### config.mk
export PLATFORM = sky130hd
export DESIGN_NAME = frac_round_sat
export DESIGN_NICKNAME = d
export VERILOG_FILES = /design/src/rtl/frac_round_sat_pkg.sv /design/src/rtl/fp_round_unit.sv /design/src/rtl/frac_round_sat.sv
export SDC_FILE = /design/constraint.sdc
export NUM_CORES = 1
export LEC_CHECK = 0
export BUFFER_PORTS_ARGS = -buffer_cell sky130_fd_sc_hd__buf_2
export CAP_MARGIN = 20
export CORE_ASPECT_RATIO = 1.4
export CORE_MARGIN = 1.5
export CORE_UTILIZATION = 23
export DETAILED_ROUTE_END_ITERATION = 7
export GPL_TIMING_DRIVEN = 0
export PLACE_DENSITY = 0.42
export SETUP_SLACK_MARGIN = 0.2
export SYNTH_ARGS = -nofsm -noshare
export SYNTH_HDL_FRONTEND = slang
export SYNTH_SLANG_ARGS = --single-unit
### constraint.sdc
create_clock -name clk -period 1.78 [get_ports clk]
set_input_delay 0.534 -clock clk [delete_from_list [all_inputs] [get_ports clk]]
set_output_delay 0.534 -clock clk [all_outputs]
set_load 0.05 [all_outputs]
### src/rtl/frac_round_sat_pkg.sv
// frac_round_sat_pkg: shared fixed-point round modes and representable-range helpers.
package frac_round_sat_pkg;

    typedef enum logic [1:0] {
        RND_TRUNC     = 2'd0,
        RND_HALF_UP   = 2'd1,
        RND_HALF_EVEN = 2'd2
    } round_mode_e;

    function automatic logic signed [63:0] fp_max(input int w);
        return (64'sd1 <<< (w - 1)) - 64'sd1;
    endfunction

    function automatic logic signed [63:0] fp_min(input int w);
        return -(64'sd1 <<< (w - 1));
    endfunction

endpackage

### src/rtl/fp_round_unit.sv
// fp_round_unit: combinational rescale of a Q(2I).(2F) product to Q(2I).(F) with rounding.
module fp_round_unit
    import frac_round_sat_pkg::*;
#(
    parameter int INT_WIDTH  = 8,
    parameter int FRAC_WIDTH = 8
) (
    input  logic [2*(INT_WIDTH+FRAC_WIDTH)-1:0]          product,
    input  logic [1:0]                                   mode,
    output logic [2*(INT_WIDTH+FRAC_WIDTH)-FRAC_WIDTH:0] r
);
    localparam int W  = INT_WIDTH + FRAC_WIDTH;
    localparam int QW = 2 * W - FRAC_WIDTH;

    logic [QW-1:0] q;
    logic          lsb, guard, sticky, inc;

    assign q     = product[2*W-1:FRAC_WIDTH];
    assign lsb   = product[FRAC_WIDTH];
    assign guard = product[FRAC_WIDTH-1];

    if (FRAC_WIDTH > 1) begin : g_sticky
        assign sticky = |product[FRAC_WIDTH-2:0];
    end else begin : g_no_sticky
        assign sticky = 1'b0;
    end

    // Reserved mode 3 falls through to truncation.
    assign inc = (mode == RND_HALF_UP)   ? guard :
                 (mode == RND_HALF_EVEN) ? guard & (sticky | lsb) : 1'b0;

    // One extra bit of headroom so the increment can never wrap.
    assign r = {q[QW-1], q} + {{QW{1'b0}}, inc};

endmodule

### src/rtl/frac_round_sat.sv
// frac_round_sat: two-stage elastic round + saturate stage with sticky flag and overflow counter.
module frac_round_sat
    import frac_round_sat_pkg::*;
#(
    parameter int INT_WIDTH  = 8,
    parameter int FRAC_WIDTH = 8,
    parameter int CNT_WIDTH  = 16
) (
    input  logic                                  clk,
    input  logic                                  rst,
    input  logic                                  in_valid,
    output logic                                  in_ready,
    input  logic [2*(INT_WIDTH+FRAC_WIDTH)-1:0]   product,
    input  logic [1:0]                            round_mode,
    output logic                                  out_valid,
    input  logic                                  out_ready,
    output logic [INT_WIDTH+FRAC_WIDTH-1:0]       result,
    output logic                                  ovf,
    output logic                                  ovf_sticky,
    output logic [CNT_WIDTH-1:0]                  ovf_count,
    input  logic                                  clr
);
    localparam int W  = INT_WIDTH + FRAC_WIDTH;
    localparam int RW = 2 * W - FRAC_WIDTH + 1;
    localparam logic signed [RW-1:0] R_MAX = RW'(fp_max(W));
    localparam logic signed [RW-1:0] R_MIN = RW'(fp_min(W));
    localparam logic [W-1:0]         W_MAX = W'(fp_max(W));
    localparam logic [W-1:0]         W_MIN = W'(fp_min(W));

    logic [RW-1:0]        r;
    logic signed [RW-1:0] s1_r;
    logic                 s1_valid, s2_load, hi, lo, fire;

    fp_round_unit #(
        .INT_WIDTH (INT_WIDTH),
        .FRAC_WIDTH(FRAC_WIDTH)
    ) u_round (
        .product(product),
        .mode   (round_mode),
        .r      (r)
    );

    assign s2_load  = !out_valid | out_ready;
    assign in_ready = !s1_valid | s2_load;
    assign hi       = s1_r > R_MAX;
    assign lo       = s1_r < R_MIN;
    assign fire     = out_valid & out_ready & ovf;

    always_ff @(negedge clk or negedge rst) begin
        if (!rst) begin
            s1_valid <= 1'b0;
            s1_r     <= '0;
        end else if (in_ready) begin
            s1_valid <= in_valid;
            if (in_valid) s1_r <= r;
        end
    end

    always_ff @(negedge clk or negedge rst) begin
        if (!rst) begin
            out_valid <= 1'b0;
            result    <= '0;
            ovf       <= 1'b0;
        end else if (s2_load) begin
            out_valid <= s1_valid;
            if (s1_valid) begin
                result <= hi ? W_MAX : lo ? W_MIN : s1_r[W-1:0];
                ovf    <= hi | lo;
            end
        end
    end

    // A clear in the same cycle as an overflow accept takes priority.
    always_ff @(negedge clk or negedge rst) begin
        if (!rst) begin
            ovf_sticky <= 1'b0;
            ovf_count  <= '0;
        end else if (clr) begin
            ovf_sticky <= 1'b0;
            ovf_count  <= '0;
        end else if (fire) begin
            ovf_sticky <= 1'b1;
            if (!(&ovf_count)) ovf_count <= ovf_count + 1'b1;
        end
    end

endmodule
==> out/results.ini <==
[flow_run]
drv_cap=0

[finish]
antenna_cells=0
final_common_cell=dfrtn_1
areaGrowthSynthToFinish_pct=75.0
multi_input_area_um2=1900
design_area_um2=5420
ff_latch_area_um2=1530
drive_above_1_share=0.481
nets=533
final_cell_mix=dfrtn_1, buf_4, buf_6
nFillCells=1376

[critical_path]
crit_path_end_kind=flip-flop
ff2ff_path_depth=8
critPathSlowestCell=or4_4
crit_type=in2reg
reg2reg_from=ovf_count[1]
cp-start-kind=input pin
r2r-end=ovf_count[0]
cp_cell_sequence=buf_6, nand2b_4, a21oi_2, o21a_1, ha_4, ha_4, nand2_2, or4_4, buf_8, or3_1, a31oi_1
cp_max_fo=5
r2r_setup_slack_ps=-360
worstPathRequired_ps=1230
endpoint=s1_r[14]
cpMostUsedCell=ha_4
arrival_ps=2430
setup.worst_path.start=round_mode[0]
slowest_delay_ps=460

[die]
fp.coreArea_um2=13300
die_w_um=101
boundaryPins=75
dieHeight_um=140
die_area_um2=14200
initial_utilization=0.234
rows=50

[sta]
finalMaxSlewViolations=0
max_slew_margin=0.391
hold_viol_final=0
fin_skew_ps=5.77
setup_ws_ps=-1200
tightest_slew_ps=908
setup_violations=95
rsz0062_at_grt=true
tns_ps=-61730

[clocking]
cts_tree=done
clk_latency_ps=330
numClockSinks=61
cts_buffer_depth=2
htreeDepth=3
numCtsBuffers=9
cts-root-buf=clkbuf_16
clkTransAtPathRegs_ps=40

[synthesis]
synth_nets=376
ys_ff_latch=61
synth_area_per_cell_um2=9.28
syn_area_um2=3100
yosysWarningCount=0
synth.distinct_cells=41
synth_seq_area_share=0.493
synthCells=334

[placement]
io_buffers=74
gp_congestion=0.725
hpwl_mm=6.51
placed_area_um2=3930
pre_cts_ws_ps=-1650

[routing]
wl_per_cell_um=14.4
vias_per_cell=4.65
ant_nets=0
wirelength_mm=9.75
drt_iter0_markers=80
vias=3150
drc=0
firstDrtPassIters=5

[worst_hold_path]
hp-class=reg2reg
worstHoldStart=s1_r[1]

[power_and_ir_drop]
p_per_area_nw_per_um2=892
vdd_drop_max_uv=362
design_power_total_mw=4.84
p_leak_nw=2.33

[grt]
grt_pass1_vias=3261
antenna_found_initial=0
grt_max_degree=62
grt.total_usage=0.146
grt_overflow_total=0
grt_pass1_wl_mm=16.2

[outcome]
violations=setup timing
status=complete, but fails checks

[state kept, by name, indices dropped and copies added, names as in the netlist]
| name | count |
|---|---|
| ovf_sticky | 1 |
| s1_r | 25 |
| ovf_count | 16 |
| ovf | 1 |
| result | 16 |
| s1_valid | 1 |
| out_valid | 1 |
[synthesized netlist by cell type, drive strengths merged]
| library cell | number | area share |
|---|---|---|
| dfrtn | 61 | 0.49 |
| nand2 | 42 | 0.051 |
| o21ai | 38 | 0.061 |
| nor2 | 27 | 0.033 |
| or3 | 15 | 0.030 |
| nand3 | 14 | 0.023 |
| a21oi | 13 | 0.021 |
| a31oi | 13 | 0.026 |
| clkbuf | 12 | 0.015 |
| nand4 | 12 | 0.029 |
| or4 | 9 | 0.023 |
| xnor2 | 9 | 0.025 |
| o31ai | 8 | 0.019 |
| nor4 | 7 | 0.014 |
| a221o | 6 | 0.019 |
| nand2b | 6 | 0.012 |
| and4 | 5 | 0.014 |
| and2 | 4 | 0.0081 |
| inv | 4 | 0.0048 |
| nor3 | 4 | 0.0065 |
| buf | 3 | 0.0065 |
| ha | 3 | 0.012 |
| mux2 | 3 | 0.011 |
| nor2b | 3 | 0.0061 |
| a31o | 2 | 0.0057 |
| xor2 | 2 | 0.0057 |
| a21o | 1 | 0.0024 |
| and3 | 1 | 0.0020 |
| nand3b | 1 | 0.0024 |
| nand4b | 1 | 0.0028 |
| o2111a | 1 | 0.0036 |
| o211ai | 1 | 0.0024 |
| o21a | 1 | 0.0024 |
| o22a | 1 | 0.0028 |
| o41ai | 1 | 0.0028 |
[stage by stage]
step | cells | util | hold WS [ps]
finish | 677 | 0.409 | 423
global route | 677 | 0.409 | 455
CTS | 656 | 0.386 | 430
detailed placement | 590 | 0.296 | 428
global placement | 590 | 0.296 | 429
floorplan | 334 | - | 407
[worst max-delay path, delay by kind of cell]
family / cells / cell delay [ps]
fa+ha+maj: 2 / 300
compound gates: 3 / 420
buf+inv: 2 / 240
simple gates: 4 / 930
[power breakdown]
group          leakage [nW]  switching (mW)  total, mW  internal, mW
Clock                 0.129           0.578       1.54         0.966
Combinational          1.46           0.871       1.56         0.688
Sequential            0.750           0.135       1.73          1.60
Total                  2.33            1.58       4.84          3.25
[metal layers]
layer	vias to the layer above	GRT usage	share of wire
li1	1558	-	-
met1	1510	0.163	0.40
met2	70	0.270	0.55
met3	12	0.0245	0.036
met4	0	0.0556	0.016
met5	-	0	0
[how the worst min path moves through the flow]
| stage | endpoint | cells after the start | slack [ps] |
|---|---|---|---|
| after global placement | s1_r[7] | 2 | 430 |
| final | s1_r[1] | 2 | 420 |
| after detailed placement | s1_r[1] | 2 | 430 |
| after CTS | s1_r[1] | 2 | 430 |
| after floorplan | s1_r[0] | 2 | 410 |
| after global routing | s1_r[1] | 2 | 460 |
[kinds of logic after synthesis]
family | Yosys count | synth area share
adders and majority gates | 3 | 0.0121
and+or+nand+nor | 151 | 0.257
DFF | 61 | 0.493
xor gates and xnor gates | 11 | 0.0311
AOI/OAI and AO/OA | 86 | 0.170
buffers and inverters | 19 | 0.0262
muxes | 3 | 0.0109
[timing repair]
action,4_1_cts,5_1_grt
endpoints found under the hold margin,0,0
pin swaps,37,27
gates resized for setup,146,43
hold buffers,0,0
buffers inserted,46,20
gates cloned,5,1
setup endpoints to repair,157,97
[cell type report]
cell class / instances / share of cell area
Clock buffer: 13 / 0.0462
Sequential cell: 61 / 0.282
Clock inverter: 2 / 0.00185
Buffer: 15 / 0.0392
Inverter: 4 / 0.00323
Timing Repair Buffer: 145 / 0.236
Multi-Input combinational cell: 255 / 0.350
Tap cell: 182 / 0.0420
Note: power is estimated with default switching activity, not from simulation.
